**src/rtl/tft_fill_rect.sv**
```systemverilog
// Purpose : paints a solid RGB565 rectangle by feeding the tft_spi byte transmitter
//           (0x2A column set, 0x2B page set, 0x2C memory write, then N pixel byte pairs).
// Latency : request accept -> first strobe 3 cycles; each byte then costs one full
//           tft_spi busy window plus 3 cycles of sequencing; done pulses one cycle after
//           the last byte's busy falls (2 cycles after start for a rejected request).
// Backpressure: never strobes while tft_busy is high; holds each byte until tft_busy
//           has risen and fallen again; start is ignored while busy or before init_done.
//
// Ports:
//   clk, global_reset (async, active high)
//   init_done, start, x0/x1/y0/y1 (inclusive bounds), color  : rectangle request
//   busy, done                                               : request status
//   tft_busy (in), tft_data, tft_dc, tft_transmit            : tft_spi byte interface
//
// Build option: define TFT_FILL_CLIP_EN to swap inverted bounds and clamp them to the
// panel (WIDTH-1 / HEIGHT-1); otherwise an inverted rectangle completes with no bytes.

module tft_fill_rect #(
  parameter int COORD_W = 9,
  parameter int WIDTH   = 320,
  parameter int HEIGHT  = 240
) (
  input  logic               clk,
  input  logic               global_reset,
  input  logic               init_done,
  input  logic               start,
  input  logic [COORD_W-1:0] x0,
  input  logic [COORD_W-1:0] x1,
  input  logic [COORD_W-1:0] y0,
  input  logic [COORD_W-1:0] y1,
  input  logic [15:0]        color,
  output logic               busy,
  output logic               done,
  input  logic               tft_busy,
  output logic [7:0]         tft_data,
  output logic               tft_dc,
  output logic               tft_transmit
);

  localparam int NW = 2 * COORD_W;

  // Panel dimensions must be addressable with the coordinate width.
  if ((WIDTH > (1 << COORD_W)) || (HEIGHT > (1 << COORD_W))) begin : g_bad_dims
    $error("tft_fill_rect: COORD_W too narrow for WIDTH/HEIGHT");
  end

  typedef enum logic [2:0] {
    S_IDLE,
    S_CHECK,
    S_SEND,
    S_WAIT_ACK,
    S_WAIT_DONE,
    S_NEXT,
    S_FINISH
  } state_t;

  state_t             state_q, state_d;
  logic [COORD_W-1:0] x0_q, x0_d, x1_q, x1_d, y0_q, y0_d, y1_q, y1_d;
  logic [15:0]        color_q, color_d;
  logic [NW-1:0]      npix_q, npix_d;
  logic [3:0]         idx_q, idx_d;    // header byte index 0..10
  logic               pix_q, pix_d;    // set once the header is sent
  logic               hi_q, hi_d;      // next pixel byte is color[15:8]
  logic               busy_q, busy_d;
  logic               done_q, done_d;
  logic               tx_q, tx_d;
  logic [7:0]         data_q, data_d;
  logic               dc_q, dc_d;

  // Normalised bounds and rejection flag used in CHECK.
  logic [COORD_W-1:0] cx0, cx1, cy0, cy1;
  logic               inverted;
  logic [NW-1:0]      w_ext, h_ext, npix_calc;

`ifdef TFT_FILL_CLIP_EN
  localparam logic [COORD_W-1:0] XMAX = COORD_W'(WIDTH - 1);
  localparam logic [COORD_W-1:0] YMAX = COORD_W'(HEIGHT - 1);

  function automatic logic [COORD_W-1:0] clamp(input logic [COORD_W-1:0] v,
                                               input logic [COORD_W-1:0] m);
    return (v > m) ? m : v;
  endfunction

  // Swap first so the clamp sees ordered bounds; a clamped rectangle is never inverted.
  assign cx0      = clamp((x0_q > x1_q) ? x1_q : x0_q, XMAX);
  assign cx1      = clamp((x0_q > x1_q) ? x0_q : x1_q, XMAX);
  assign cy0      = clamp((y0_q > y1_q) ? y1_q : y0_q, YMAX);
  assign cy1      = clamp((y0_q > y1_q) ? y0_q : y1_q, YMAX);
  assign inverted = 1'b0;
`else
  assign cx0      = x0_q;
  assign cx1      = x1_q;
  assign cy0      = y0_q;
  assign cy1      = y1_q;
  assign inverted = (x0_q > x1_q) || (y0_q > y1_q);
`endif

  // Extend before the +1 so a full-range span does not overflow.
  assign w_ext     = NW'(cx1) - NW'(cx0) + NW'(1);
  assign h_ext     = NW'(cy1) - NW'(cy0) + NW'(1);
  assign npix_calc = w_ext * h_ext;

  // Current byte and D/C for the SEND state.
  logic [15:0] ex0, ex1, ey0, ey1;
  logic [7:0]  cur_byte;
  logic        cur_dc;

  assign ex0 = 16'(x0_q);
  assign ex1 = 16'(x1_q);
  assign ey0 = 16'(y0_q);
  assign ey1 = 16'(y1_q);

  always_comb begin
    cur_byte = 8'h00;
    cur_dc   = 1'b1;
    if (pix_q) begin
      cur_byte = hi_q ? color_q[15:8] : color_q[7:0];
    end else begin
      case (idx_q)
        4'd0:    begin cur_byte = 8'h2A; cur_dc = 1'b0; end
        4'd1:    cur_byte = ex0[15:8];
        4'd2:    cur_byte = ex0[7:0];
        4'd3:    cur_byte = ex1[15:8];
        4'd4:    cur_byte = ex1[7:0];
        4'd5:    begin cur_byte = 8'h2B; cur_dc = 1'b0; end
        4'd6:    cur_byte = ey0[15:8];
        4'd7:    cur_byte = ey0[7:0];
        4'd8:    cur_byte = ey1[15:8];
        4'd9:    cur_byte = ey1[7:0];
        default: begin cur_byte = 8'h2C; cur_dc = 1'b0; end
      endcase
    end
  end

  always_comb begin
    state_d = state_q;
    x0_d    = x0_q;
    x1_d    = x1_q;
    y0_d    = y0_q;
    y1_d    = y1_q;
    color_d = color_q;
    npix_d  = npix_q;
    idx_d   = idx_q;
    pix_d   = pix_q;
    hi_d    = hi_q;
    busy_d  = busy_q;
    done_d  = 1'b0;
    tx_d    = 1'b0;
    data_d  = data_q;
    dc_d    = dc_q;

    case (state_q)
      S_IDLE: begin
        if (start && init_done) begin
          x0_d    = x0;
          x1_d    = x1;
          y0_d    = y0;
          y1_d    = y1;
          color_d = color;
          busy_d  = 1'b1;
          state_d = S_CHECK;
        end
      end

      S_CHECK: begin
        x0_d   = cx0;
        x1_d   = cx1;
        y0_d   = cy0;
        y1_d   = cy1;
        npix_d = npix_calc;
        idx_d  = 4'd0;
        pix_d  = 1'b0;
        hi_d   = 1'b1;
        if (inverted) begin
          busy_d  = 1'b0;
          done_d  = 1'b1;
          state_d = S_FINISH;
        end else begin
          state_d = S_SEND;
        end
      end

      S_SEND: begin
        if (!tft_busy) begin
          data_d  = cur_byte;
          dc_d    = cur_dc;
          tx_d    = 1'b1;
          state_d = S_WAIT_ACK;
        end
      end

      // Only SEND can strobe, so a late busy rise just stretches this wait.
      S_WAIT_ACK: begin
        if (tft_busy) state_d = S_WAIT_DONE;
      end

      S_WAIT_DONE: begin
        if (!tft_busy) state_d = S_NEXT;
      end

      S_NEXT: begin
        state_d = S_SEND;
        if (!pix_q) begin
          if (idx_q == 4'd10) begin
            pix_d = 1'b1;
            hi_d  = 1'b1;
          end else begin
            idx_d = idx_q + 4'd1;
          end
        end else if (hi_q) begin
          hi_d = 1'b0;
        end else begin
          // Saturating count-down: the low byte of the last pixel ends the fill.
          if (npix_q <= NW'(1)) begin
            npix_d  = '0;
            busy_d  = 1'b0;
            done_d  = 1'b1;
            state_d = S_FINISH;
          end else begin
            npix_d = npix_q - NW'(1);
            hi_d   = 1'b1;
          end
        end
      end

      S_FINISH: begin
        state_d = S_IDLE;
      end

      default: state_d = S_IDLE;
    endcase
  end

  always_ff @(posedge clk or posedge global_reset) begin
    if (global_reset) begin
      state_q <= S_IDLE;
      x0_q    <= '0;
      x1_q    <= '0;
      y0_q    <= '0;
      y1_q    <= '0;
      color_q <= '0;
      npix_q  <= '0;
      idx_q   <= '0;
      pix_q   <= 1'b0;
      hi_q    <= 1'b0;
      busy_q  <= 1'b0;
      done_q  <= 1'b0;
      tx_q    <= 1'b0;
      data_q  <= 8'h00;
      dc_q    <= 1'b0;
    end else begin
      state_q <= state_d;
      x0_q    <= x0_d;
      x1_q    <= x1_d;
      y0_q    <= y0_d;
      y1_q    <= y1_d;
      color_q <= color_d;
      npix_q  <= npix_d;
      idx_q   <= idx_d;
      pix_q   <= pix_d;
      hi_q    <= hi_d;
      busy_q  <= busy_d;
      done_q  <= done_d;
      tx_q    <= tx_d;
      data_q  <= data_d;
      dc_q    <= dc_d;
    end
  end

  assign busy         = busy_q;
  assign done         = done_q;
  assign tft_transmit = tx_q;
  assign tft_data     = data_q;
  assign tft_dc       = dc_q;

endmodule

```
**config.mk**
```make
export PLATFORM = sky130hd
export DESIGN_NAME = tft_fill_rect
export DESIGN_NICKNAME = d
export VERILOG_FILES = /design/src/rtl/tft_fill_rect.sv
export SDC_FILE = /design/constraint.sdc
export NUM_CORES = 1
export LEC_CHECK = 0
export ABC_AREA = 1
export CORE_UTILIZATION = 55
export DETAILED_ROUTE_END_ITERATION = 8
export PLACE_DENSITY = 0.87
export SLEW_MARGIN = 30
export SYNTH_ARGS = -nofsm -noshare
export SYNTH_HDL_FRONTEND = slang
export SYNTH_SLANG_ARGS = --single-unit
```
**constraint.sdc**
```tcl
create_clock -name clk -period 8.65 [get_ports clk]
set_clock_uncertainty 0.2 [all_clocks]
set_input_delay 1.73 -clock clk [delete_from_list [all_inputs] [get_ports clk]]
set_output_delay 1.73 -clock clk [all_outputs]
set_load 0.02 [all_outputs]
```
==> results of run 1 <==
-- logic make-up after synthesis --
kind of cell	after synthesis
DFF	91
adders and majority gates	162
and+or+nand+nor	600
AOI/OAI and AO/OA	178
buffers and inverters	340
xor gates and xnor gates	20
-- per-layer routing --
metal	share of wire, %	global-route usage [%]	up-vias	wire length [um]
met5	0	0	-	0
met4	3.0	10.7	0	743
met3	6.4	3.42	62	1570
met2	48	47.6	357	11700
met1	43	36.4	4265	10500
li1	-	-	4400	-
-- final cells by class --
| class | count | area, um2 |
|---|---|---|
| Clock buffer | 9 | 225 |
| Clock inverter | 7 | 108 |
| Fill cell | 1553 | 6660 |
| Inverter | 319 | 1200 |
| Multi-Input combinational cell | 960 | 6560 |
| Sequential cell | 91 | 2280 |
| Tap cell | 229 | 287 |
| Timing Repair Buffer | 70 | 699 |
-- cells in the mapped netlist, types with 2 or more instances --
master     count
nand4_2        2
clkbuf_1      18
nand2_2       27
a21oi_1       48
fa_1          94
nand3_2        4
o22ai_1        6
o2111ai_1      5
xor2_1        15
o211ai_1       3
o41ai_1        2
a221oi_1       3
inv_2          6
nor2_1       132
clkinv_1       6
a22oi_1        8
a31oi_1        8
nor2_2         4
nand2_1      322
nor3_1        14
o21ai_0       73
ha_1          68
nand3b_1       4
inv_1        306
nor4_1         2
xnor2_1        5
o21a_1         6
a21oi_2        3
dfrtp_1       91
or2_2          7
nor2_4         4
nor3_2         2
nand4_1       11
o221ai_1       5
nand3_1       60
-- critical path, delay by kind of cell, from the launching register on --
kind                       cells  cell delay (ns)
AOI/OAI and AO/OA              3             0.47
and+or+nand+nor               12             1.44
DFF                            1             0.37
buffers and inverters          9             0.66
adders and majority gates      9             4.04
-- flip-flops by register name, summed over array words and instances, names as in the netlist --
| signal | count |
|---|---|
| idx_q | 4 |
| tft_dc | 1 |
| busy | 1 |
| cx1 | 9 |
| pix_q | 1 |
| npix_q | 18 |
| state_q | 3 |
| color_q | 16 |
| tft_data | 8 |
| cy1 | 9 |
| cy0 | 9 |
| done | 1 |
| hi_q | 1 |
| tft_transmit | 1 |
| cx0 | 9 |
-- stage by stage --
stage	instance area, um2	std cells
final	11400	1685
after global routing	11400	1685
after CTS	11400	1685
after detailed placement	11000	1669
after global placement	11000	1669
after floorplan	10100	1391
-- cell usage in the layout, fill, tap and decap left out, types with 7 or more instances in the layout --
master           count
nand2_1            322
inv_1              305
nor2_1             131
fa_1                94
dfrtp_1             91
o21ai_0             73
ha_1                68
clkdlybuf4s50_1     68
nand3_1             60
a21oi_1             48
nand2_2             27
xor2_1              15
nor3_1              14
nand4_1             11
clkbuf_16            9
a22oi_1              8
a31oi_1              8
or2_2                7
-- how the worst max path moves through the flow --
stage                     startpoint    endpoint  depth (start not counted)  slack, ns
after floorplan               cx1[0]  npix_q[17]                         33       2.23
after global placement        cx1[0]  npix_q[17]                         33       1.61
after detailed placement      cx1[0]  npix_q[17]                         32       1.44
after CTS                     cx1[0]  npix_q[17]                         33       1.41
after global routing          cx1[0]  npix_q[17]                         35       0.96
final                         cx1[0]  npix_q[17]                         33       1.39
==> results_dict.tcl, run 1 <==
set metrics [dict create \
    drc_errors 0 \
    cts-root-buf "clkbuf_16" \
    dp_hpwl_um 19900 \
    wirelength_um 24500 \
    rows 49 \
    setup_viol 0 \
    synth_area_um2 10100 \
    drt_iter0_markers 721 \
    cts_inserted_buffers 9 \
    ys_seq_area_share_pct 22.5 \
    die_w_um 138 \
    wl_per_cell_um 14.6 \
    netlist_top_cells_area "dfrtp_1 23%, fa_1 19%, nand2_1 12%" \
    crit_path_top_delay_cell "fa_1" \
    slew_headroom_pct 38.9 \
    cp_max_fo 8 \
    hold_depth 2 \
    syn-instance-count 1391 \
    clkSinkCount 91 \
    synthSimpleGateAreaFrac_pct 25.7 \
    grt-ovfl-total 0 \
    ys.flop_type "dfrtp_1" \
    port_buffers 68 \
    endpoint_kind "flip-flop" \
    post-route-period-util_pct 83.9 \
    synthesis.nets 1610 \
    outcome "complete, no violations" \
    grt_first_pass_wirelength_um 41400 \
    setup-tns-final_ns 0 \
    rsz0062_at_grt "false" \
    area_delta_synth_final_pct 12.3 \
    synth.top_cell.area_share_pct 22.5 \
    fin_nets 1670 \
    clock_path_buffers 2 \
    synth-xor-area-share_pct 1.73 \
    dieHeight_um 138 \
    via_count 9084 \
    reg2reg_to "npix_q[17]" \
    worstSkewPairLatency_ns 0.36 \
    synthArstFlopShare_pct 100 \
    first_pass_iters 5 \
    synth.distinct_cells 52 \
    start_util_pct 56.1 \
    holdCritStartpoint "color_q[1]" \
    synth_seq_cells 91 \
    critPathLaunchType "flip-flop" \
    antennaDiodeCount 0 \
    clock.fmax_mhz 138 \
    gp_congestion 0.980 \
    rrSetupSlack_ns 1.39 \
    cts_htree_levels 3 \
    synthAdderAreaFrac_pct 27.0 \
    path_class "reg2reg" \
    utilization_pct 63.0 \
    antenna_found_initial 0 \
    synth_compound_area_share_pct 10.3 \
    hold_viol 0 \
    path_common_cell "inv_1" \
    antenna_left 0 \
    grt_max_degree 92 \
    drv_cap 0 \
    coreArea_um2 18000 \
    crit_path_max_incr_delay_ns 0.66 \
    worstMarginPinSlew_ns 0.913 \
    synthMuxAreaShare_pct 0 \
    r2r_start "cx1[0]" \
    hp-class "reg2reg" \
    synth_top_family_by_area "adder cells" \
    fin_hold_ws_ns 0.272 \
    postCtsHoldBufs 0 \
    grt_pass1_vias 8877 \
    r2r_cells 33 \
    io_pins 69 \
    required_ns 8.74 \
    clk_pin_slew_ns 0.07 \
    min_period_ns 7.26 \
    cts_resized 0 \
    synth_edf_count 0 \
    pre_cts_ws_ns 1.44 \
    setup_ws_ns 1.39 \
    drive_gt1_share_pct 5.70 \
    syn_avg_cell_area_um2 7.27 \
    cts_setup_buffers 0 \
    drv_slew 0 \
    vias_per_cell 5.39 \
    die_area_um2 18900 \
    cts_tree "done" \
    min_to "color_q[1]" \
    ys_warn_count 0 \
    cp_data_arrival_time_ns 7.35 \
    track_usage_pct 28.0 \
    synth_top_area_cell "dfrtp_1" \
]
Power of run 1 is left out: the tool's default activity adds up to more than one toggle a clock period on the data nets, which glitch-free logic cannot reach.
==> inputs of run 2 (changes only) <==
Clock period 8.65 ns to 7.2 ns, I/O delays scaled along.
==> run 2 against run 1 <==
First-iteration DRC count rose by 24%. Register-to-register slack got worse by 1.1 ns. Flip-flop and latch count is the same.
==> results_dict.tcl, run 2 (same netlist as run 1, synthesis figures left out) <==
set metrics [dict create \
    outcome "complete, no violations" \
    dr_wl_met2_um 12600 \
    drive_gt1_share_pct 11.1 \
    antennaDiodeCount 0 \
    cts_tree "done" \
    drv_cap 0 \
    hold_viol 0 \
    wl_met1_um 10700 \
    vias_per_cell 5.43 \
    setup_viol 0 \
    endpoint "npix_q[14]" \
    crit_path_top_delay_cell "fa_2" \
    start_util_pct 56.1 \
    cts_inserted_buffers 9 \
    dr_wl_met3_um 1750 \
    area_delta_synth_final_pct 17.0 \
    coreArea_um2 18000 \
    grt-ovfl-total 0 \
    clock.fmax_mhz 145 \
    track_usage_pct 28.2 \
    die_area_um2 18900 \
    wirelength_um 25900 \
    fin_nets 1707 \
    crit_buf_inv 7 \
    crit_path_max_incr_delay_ns 0.55 \
    io_pins 69 \
    required_ns 7.20 \
    min_period_ns 6.91 \
    layout_common_cells "313 x nand2_1, 293 x inv_1, 123 x nor2_1" \
    rows 49 \
    clkSinkCount 91 \
    top_layer_used "met4" \
    worstMarginPinSlew_ns 0.895 \
    r2r_start "cx1[0]" \
    die_w_um 138 \
    top_register "npix_q" \
    cp_max_fo 9 \
    post-route-period-util_pct 96.0 \
    first_pass_iters 5 \
    reg2reg_to "npix_q[14]" \
    nFillCells 1475 \
    rrSetupSlack_ns 0.29 \
    worstSkewPairLatency_ns 0.35 \
    wl_per_cell_um 15.0 \
    port_buffers 68 \
    drc_errors 0 \
    grt_pass1_vias 8984 \
    timing.critical_path.from "cx1[0]" \
    slew_headroom_pct 40.1 \
    via_count 9358 \
    cts_htree_levels 3 \
    antenna_left 0 \
    cp_top_family "adder cells" \
    r2r_cells 33 \
    path_class "reg2reg" \
    cp_num_cells 33 \
    top_regs "npix_q x18, color_q x16" \
    grt_max_degree 92 \
    critPathLaunchType "flip-flop" \
    utilization_pct 65.6 \
    hp-class "reg2reg" \
    postCtsHoldBufs 0 \
    final_common_cell "nand2_1" \
    gp_congestion 0.979 \
    drt_iter0_markers 891 \
    drv_slew 0 \
    dp_hpwl_um 20200 \
    antenna_found_initial 0 \
    path_common_cell "fa_1" \
    largest_reg_flops 18 \
    cp_data_arrival_time_ns 6.91 \
    endpoint_kind "flip-flop" \
    dieHeight_um 138 \
    clock_path_buffers 2 \
    grt_first_pass_wirelength_um 41800 \
    clk_pin_slew_ns 0.08 \
    cts-root-buf "clkbuf_16" \
]
run 2: cell types whose count changed in the layout (fill, tap and decap cells not counted), sizes merged:
cell | before | now
buf | 2 | 38
clkinvlp | 0 | 3
bufinv | 1 | 0
clkinv | 11 | 10
inv | 314 | 313
nand2 | 350 | 351
run 2: worst min-delay path: stages, from the launching register on:
cell and delay, ns:
dfrtp_1 0.35, nand2_1 0.05, nand2_1 0.04
run 2: cell type report:
cell class | instances | area (um2) | area share [%]
inverters | 319 | 1210 | 10.3
repair buffers | 106 | 970 | 8.19
multi-input cells | 961 | 6770 | 57.2
well taps | 229 | 287 | 2.42
clock buffers | 9 | 225 | 1.90
flip-flops and latches | 91 | 2280 | 19.2
clock inverters | 7 | 93.8 | 0.793
run 2: routing by layer:
metal | vias to the layer above | global-route usage [%]
li1 | 4480 | -
met2 | 420 | 47.5
met5 | - | 0
met4 | 0 | 10.7
met1 | 4391 | 36.7
met3 | 67 | 3.57
run 2: repair_timing:
item	CTS	global route
gates resized for setup	0	62
endpoints found under the setup margin	0	7
buffers inserted	0	25
run 2: worst min path at each step:
stage          slack, ns       start         end  cells past startpoint
6_report            0.28  color_q[1]  color_q[1]                      2
5_1_grt             0.30  color_q[5]  color_q[5]                      2
4_1_cts             0.28  color_q[1]  color_q[1]                      2
3_5_place_dp        0.26  color_q[1]  color_q[1]                      2
3_3_place_gp        0.25  color_q[0]  color_q[0]                      2
2_1_floorplan       0.24  color_q[0]  color_q[0]                      2
run 2: metrics by stage:
stage               cells  setup WS, ns  TNS (ns)  hold WS [ns]  area (um2)
floorplan            1391         0.785         0         0.237       10100
global placement     1680         0.174         0         0.248       11100
detailed placement   1680        0.0299         0         0.258       11100
CTS                  1696       0.00795         0         0.277       11400
global route         1722        -0.102    -0.292         0.298       11800
finish               1722         0.287         0         0.277       11800
Power of run 2 is left out for the same reason.
==> inputs of run 3 (changes only) <==
Settings changed: CAP_MARGIN set to 20, GPL_ROUTABILITY_DRIVEN set to 0.
Clock period 7.2 ns to 8.4 ns, I/O delays scaled along.
==> run 3 against run 2 <==
Sequential share of layout area increased by 0.81 points. Flip-flop and latch count unchanged. Routed wire length decreased by 2.4%. First-iteration DRC count increased by 5.1%. Cell area decreased by 4.0%. Setup slack improved by 0.77 ns. Die area unchanged. Critical path depth increased by 2. Register-to-register slack improved by 0.77 ns. Critical endpoint is now npix_q[17].
==> results_dict.tcl, run 3 (same netlist as run 1, synthesis figures left out) <==
set metrics [dict create \
    outcome "complete, no violations" \
    io_pins 69 \
    setup_viol 0 \
    drt_iter0_markers 936 \
    hold_viol 0 \
    clkSinkCount 91 \
    endpoint_kind "flip-flop" \
    hp-class "reg2reg" \
    drive_gt1_share_pct 5.77 \
    grt_max_degree 92 \
    cts-root-buf "clkbuf_16" \
    wirelength_um 25300 \
    cts_setup_buffers 0 \
    start_util_pct 56.1 \
    rsz0062_at_grt "false" \
    coreArea_um2 18000 \
    stdcell_count 1686 \
    port_buffers 68 \
    grt-ovfl-total 0 \
    cts_tree "done" \
    cp_max_fo 6 \
    largest_reg_flops 18 \
    grt_pass1_vias 9176 \
    cp_data_arrival_time_ns 7.44 \
    wl_per_cell_um 15.0 \
    critPathLaunchType "flip-flop" \
    rows 49 \
    grt_first_pass_wirelength_um 42500 \
    nFillCells 1538 \
    worstMarginPinSlew_ns 0.868 \
    via_count 9335 \
    drc_errors 0 \
    clk_pin_slew_ns 0.08 \
    path_common_cell "inv_1" \
    antenna_left 0 \
    cts_inserted_buffers 9 \
    die_w_um 138 \
    setup-tns-final_ns 0 \
    required_ns 8.49 \
    worstSkewPairLatency_ns 0.36 \
    fin_nets 1671 \
    dp_hpwl_um 20400 \
    crit_path_top_delay_cell "fa_1" \
    postCtsHoldBufs 0 \
    min_period_ns 7.34 \
    antennaDiodeCount 0 \
    track_usage_pct 28.8 \
    die_area_um2 18900 \
    cp_top_family "adder cells" \
    cts_resized 0 \
    final_common_cell "nand2_1" \
    dieHeight_um 138 \
    first_pass_iters 6 \
    slew_headroom_pct 41.9 \
    top_register "npix_q" \
    cts_htree_levels 3 \
    drv_cap 0 \
    top_regs "npix_q x18, color_q x16" \
    path_class "reg2reg" \
    area_delta_synth_final_pct 12.2 \
    crit_path_max_incr_delay_ns 0.57 \
    antenna_found_initial 0 \
    post-route-period-util_pct 87.4 \
    clock.fmax_mhz 136 \
    crit_buf_inv 8 \
    clock_path_buffers 2 \
    dp.cells 1670 \
    vias_per_cell 5.54 \
    fin_hold_ws_ns 0.282 \
    drv_slew 0 \
    layout_common_cells "322 x nand2_1, 305 x inv_1, 131 x nor2_1" \
]
[run 3: cell types whose count changed in the layout (fill, tap and decap cells not counted), sizes merged]
| cell | previous run | this run |
|---|---|---|
| buf | 38 | 3 |
| clkinv | 10 | 12 |
| clkinvlp | 3 | 0 |
| inv | 313 | 314 |
| nand2 | 351 | 350 |
[run 3: through the flow]
stage / instance area, um2 / utilization (%) / worst slack, ns
floorplan: 10100 / - / 1.98
global placement: 11000 / 61.2 / 1.37
detailed placement: 11000 / 61.2 / 1.17
CTS: 11400 / 63.0 / 1.15
global route: 11400 / 63.0 / 0.619
finish: 11400 / 63.0 / 1.06
[run 3: cell type report]
class	instances	area (um2)	share of cell area, %
multi-input cells	960	6560	57.8
flip-flops and latches	91	2280	20.1
inverters	319	1200	10.6
repair buffers	71	707	6.23
well taps	229	287	2.52
clock buffers	9	225	1.98
clock inverters	7	93.8	0.826
[run 3: layer usage]
metal  GRT usage [%]  up-vias  part of all wire, %
li1                -     4419                    -
met1            35.6     4421                   41
met2            49.3      418                   48
met3            4.82       77                  7.4
met4            12.9        0                  3.8
met5               0        -                    0
[run 3: tightest hold or removal path, delay by kind of cell, from the launching register on]
kind,cells,cell delay [ns]
simple gates,2,0.10
flops,1,0.35
[run 3: path summary, 6_finish.rpt]
kind	startpoint	to	slack, ns	cells after the start
hold reg to reg	color_q[3]	color_q[3]	0.28	2
hold / removal	color_q[3]	color_q[3]	0.28	2
setup / recovery	cx1[0]	npix_q[17]	1.06	35
min in group asynchronous	global_reset	npix_q[9]	1.38	2
setup reg to reg	cx1[0]	npix_q[17]	1.06	35
max in group asynchronous	global_reset	cx0[0]	5.67	3
Power of run 3 is left out for the same reason.
